`src/rtl/register_bank.sv`:
```
// register_bank: parametrised general-purpose register file with a per-register
// busy scoreboard.
//
// Register 0 always reads as zero with busy 0. Writes and reservations to
// address 0 are dropped. Busy bits track pending writes: a reservation sets
// one, and a write or a flush clears it. When several of these hit the same
// address in one cycle, a reservation wins over a flush, and a flush wins over
// a write-clear.
//
// Optional feature: define REGBANK_BYPASS_EN to forward same-cycle write data
// to matching read ports. A forwarded port also reports busy 0.
//
// Parameters:
//   DATA_W    register width in bits
//   ADDR_W    address width; depth = 2**ADDR_W
//   NUM_READ  number of combinational read ports (>= 1)
//
// Ports:
//   clk            clock, rising edge
//   resetN         asynchronous active-low reset; clears data and busy
//   readAddr       read addresses, port i at [i*ADDR_W +: ADDR_W]
//   readData       read data, port i at [i*DATA_W +: DATA_W]
//   readBusy       per-port busy flag of the addressed register
//   writeEnable    write strobe
//   writeReg       write address
//   writeData      write data
//   reserveEnable  mark reserveReg busy
//   reserveReg     address to reserve
//   flush          clear all busy bits
module register_bank #(
    parameter int unsigned DATA_W   = 32,
    parameter int unsigned ADDR_W   = 5,
    parameter int unsigned NUM_READ = 2
) (
    input  logic                         clk,
    input  logic                         resetN,
    input  logic [NUM_READ*ADDR_W-1:0]   readAddr,
    output logic [NUM_READ*DATA_W-1:0]   readData,
    output logic [NUM_READ-1:0]          readBusy,
    input  logic                         writeEnable,
    input  logic [ADDR_W-1:0]            writeReg,
    input  logic [DATA_W-1:0]            writeData,
    input  logic                         reserveEnable,
    input  logic [ADDR_W-1:0]            reserveReg,
    input  logic                         flush
);

    localparam int unsigned DEPTH = 2 ** ADDR_W;

    logic [DATA_W-1:0] regs_q [DEPTH];
    logic [DEPTH-1:0]  busy_q;
    logic [DEPTH-1:0]  busy_d;
    logic              write_hit;
    logic              reserve_hit;

    assign write_hit   = writeEnable && (writeReg != '0);
    assign reserve_hit = reserveEnable && (reserveReg != '0);

    // Data array. Flush does not touch the data.
    always_ff @(posedge clk or negedge resetN) begin
        if (!resetN) begin
            for (int i = 0; i < int'(DEPTH); i++) begin
                regs_q[i] <= '0;
            end
        end else if (write_hit) begin
            regs_q[writeReg] <= writeData;
        end
    end

    // Later assignments win, which gives reserve > flush > write-clear.
    always_comb begin
        busy_d = busy_q;
        if (write_hit) begin
            busy_d[writeReg] = 1'b0;
        end
        if (flush) begin
            busy_d = '0;
        end
        if (reserve_hit) begin
            busy_d[reserveReg] = 1'b1;
        end
    end

    always_ff @(posedge clk or negedge resetN) begin
        if (!resetN) begin
            busy_q <= '0;
        end else begin
            busy_q <= busy_d;
        end
    end

    // Independent combinational read ports.
    for (genvar p = 0; p < NUM_READ; p++) begin : g_read
        logic [ADDR_W-1:0] addr;
        logic [DATA_W-1:0] data;
        logic              busy;

        assign addr = readAddr[p*ADDR_W +: ADDR_W];

        always_comb begin
            data = regs_q[addr];
            busy = busy_q[addr];
`ifdef REGBANK_BYPASS_EN
            if (write_hit && (addr == writeReg)) begin
                data = writeData;
                busy = 1'b0;
            end
`endif
            if (addr == '0) begin
                data = '0;
                busy = 1'b0;
            end
        end

        assign readData[p*DATA_W +: DATA_W] = data;
        assign readBusy[p]                  = busy;
    end

endmodule

```
`config.mk`:
```
export PLATFORM = sky130hd
export DESIGN_NAME = register_bank
export DESIGN_NICKNAME = d
export VERILOG_FILES = /design/src/rtl/register_bank.sv
export SDC_FILE = /design/constraint.sdc
export NUM_CORES = 2
export LEC_CHECK = 0
export CAP_MARGIN = 20
export CELL_PAD_IN_SITES_DETAIL_PLACEMENT = 0
export CELL_PAD_IN_SITES_GLOBAL_PLACEMENT = 1
export CORE_MARGIN = 1.5
export CORE_UTILIZATION = 58
export DETAILED_ROUTE_END_ITERATION = 6
export GPL_ROUTABILITY_DRIVEN = 1
export PLACE_DENSITY_LB_ADDON = 0.1
export SLEW_MARGIN = 0
export SYNTH_ARGS = -nofsm -noshare
export SYNTH_HDL_FRONTEND = slang
export SYNTH_SLANG_ARGS = --single-unit
```
`constraint.sdc`:
```
create_clock -name clk -period 6.09 [get_ports clk]
set_clock_uncertainty 0.05 [all_clocks]
set_input_delay 0.9135 -clock clk [delete_from_list [all_inputs] [get_ports clk]]
set_output_delay 0.9135 -clock clk [all_outputs]
set_load 0.05 [all_outputs]
```
==> impl_results.md <==
- Design area: 63,000 sq um
- CTS Hold Bufs: 0
- Tot GR Track Use: 37.7%
- Count of max-cap constraint violations: 0
- Core box area: 96,400 sq um
- Reg clk slew, reported paths: 0.07 ns
- Final Cycle Share: 88.2%
- Post-synthesis sequential area ratio: 47.0%
- Pre-CTS setup slack: 0.821 ns
- H-tree depth: 3
- CP endpoint kind: output pin
- P&R area growth vs syn: 12.0%
- Setup TNS: 0 ns
- Post-Synthesis Cells: 3,803
- Total power per unit cell area: 337 nW/um^2
- Vias in the first global route: 38,700
- Final hold violation count: 0
- Syn Area/Cell: 14.8 sq um
- TritonCTS buffer count: 115
- Post-CTS sizing: 0
- Mapped cell area: 56,200 sq um
- Initial Util: 58.3%
- Dpl cell area: 58,700 sq um
- Lkg Pwr: 27.3 nW
- DRT antenna net count: 0
- Die Area: 98,800 sq um
- Status: finished clean
- DR WL/cell: 36.2 microns
- First-pass GRT wire length: 270 mm
- Layout cells sized above 1: 48.6%
- Crit Path Max Fanout: 11
- Initial antenna violation count: 7
- Maximum VDD drop: 0.236 mV
- Actual slew at the worst max-slew pin: 1.18 ns
- Worst slew margin: 21.3%
- Post-synth EDFFs: 0
- Post-Syn Nets: 3,860
- Core Util, Final: 65.3%
- DRC viols: 0
- Overflow after GRT: 0
- Die height: 314 microns
- Worst path required time: 5.13 ns
- Hpwl dp: 113 mm
- Clock Tree Buf Depth: 3
- Mean number of vias per cell: 7.36
- CTS tree: yes
- CTS Root Cell: clkbuf_16
- Placer Congestion: 0.882
- Unrepaired setup endpoints after global routing: false
- Distinct cell type count after synthesis: 45
- Final-stage net count: 3,804
- PortBufs: 122
- First drt pass iteration count: 7
- Initial DRC count: 4,388
- Final slew viol count: 0
- FMAX: 0.186 GHz
- Num Clock Sinks: 1,056
- Most common flop cell mapped by yosys: dfrtp_1
- Crit start category: input port
- Site Rows: 114
- HP Class: input port to asynchronous set/reset pin
- Total Wirelength: 186 mm
- Commonest non-fill, non-tap cell in the layout: dfrtp_1
- Fin worst setup slack: 0.720 ns
- Synth warnings: 0
- Worst-Skew Late Latency: 0.71 ns
- DR vias: 37,700
- Post-layout min period: 5.37 ns
- CP arrival: 4.41 ns
- Highest-count cells in the layout ignoring fill and taps: dfrtp_1, mux2_2, mux4_2
- Die Span X: 314 microns
- WS Path Type: input port to output pin
- Final setup vio count: 0
- FFs w/ async S/R, synth: 100%
- Post-synthesis register bit count: 1,056
- Boundary pin count: 123
- Pin count of the biggest net entering global routing: 172
- Setup bufs post-CTS: 0
per-layer routing:
metal | GRT usage [%] | vias up | part of all wire, %
met3 | 8.74 | 557 | 9.2
li1 | - | 14700 | -
met4 | 16.3 | 4 | 4.7
met2 | 57.3 | 2115 | 46
met5 | 0 | - | 0.014
met1 | 52.5 | 20400 | 40
stage by stage:
| step | power [W] | cells | hold slack [ns] |
|---|---|---|---|
| after floorplan | 0.0123 | 3803 | 0.391 |
| after CTS | 0.0212 | 5107 | 0.238 |
| final | 0.0212 | 5122 | 0.210 |
| after global routing | 0.0219 | 5120 | 0.279 |
| after detailed placement | 0.0138 | 4894 | 0.334 |
| after global placement | 0.0136 | 4892 | 0.327 |
logic make-up (layout without fill, tap and decap cells):
| kind of cell | Yosys count | count (layout) | synth area share (%) |
|---|---|---|---|
| compound gates | 362 | 362 | 4.91 |
| mux | 1712 | 1712 | 42.2 |
| buf+inv | 459 | 499 | 3.78 |
| flops | 1056 | 1056 | 47.0 |
| other cells | 0 | 3 | 0 |
| simple gates | 214 | 214 | 2.09 |
cell type report:
class / instances / area [sq um]
Antenna cell: 3 / 7.51
Clock buffer: 168 / 3370
Clock inverter: 45 / 624
Fill cell: 6894 / 33400
Inverter: 13 / 48.8
Multi-Input combinational cell: 2288 / 27900
Sequential cell: 1056 / 26400
Tap cell: 1276 / 1600
Timing Repair Buffer: 273 / 2970
synth_stat cells (all sizes together) (13+ instances only):
master | instances | share of area, %
a22oi | 69 | 0.92
nor3 | 59 | 0.54
clkbuf | 241 | 1.6
dfrtp | 1056 | 47
o22ai | 48 | 0.53
buf | 205 | 2.1
o221ai | 29 | 0.45
mux4 | 425 | 17
nand2 | 29 | 0.19
mux2i | 255 | 4.5
o32ai | 25 | 0.39
a22o | 54 | 0.84
o2bb2ai | 13 | 0.20
a211oi | 44 | 0.59
a21oi | 28 | 0.25
nor2 | 17 | 0.11
mux2 | 1032 | 21
and2 | 15 | 0.17
nor2b | 54 | 0.60
inv | 13 | 0.087
a2111oi | 29 | 0.45
registers in the layout (all words and copies together) (netlist names):
register  count
busy_q       32
regs_q     1024
critical path, stage by stage:
cell and delay, ns:
clkdlybuf4s50_1 0.60, nand3b_1 0.80, buf_4 0.48, o221ai_1 0.35
a211oi_1 0.12, nor3_1 0.77, buf_4 0.34
where the power goes:
| group | internal (W) | switching (W) |
|---|---|---|
| Clock | 0.00441 | 0.00295 |
| Sequential | 0.00832 | 0.00103 |
| Combinational | 0.00250 | 0.00198 |
path summary, 6_finish.rpt:
| check | from | slack (ns) | cells past startpoint | endpoint |
|---|---|---|---|---|
| hold / removal | resetN | 0.21 | 1 | regs_q[577]$_DFFE_PN0P_ |
| min in group clk | regs_q[995]$_DFFE_PN0P_ | 0.35 | 0 | regs_q[995]$_DFFE_PN0P_ |
| hold reg to reg | regs_q[995]$_DFFE_PN0P_ | 0.35 | 0 | regs_q[995]$_DFFE_PN0P_ |
| setup reg to reg | busy_q[9]$_DFF_PN0_ | 5.19 | 2 | busy_q[9]$_DFF_PN0_ |
| setup / recovery | readAddr[8] | 0.72 | 7 | readData[35] |
| max in group asynchronous | resetN | 4.19 | 2 | regs_q[286]$_DFFE_PN0P_ |
(Power assumes the default switching activity.)
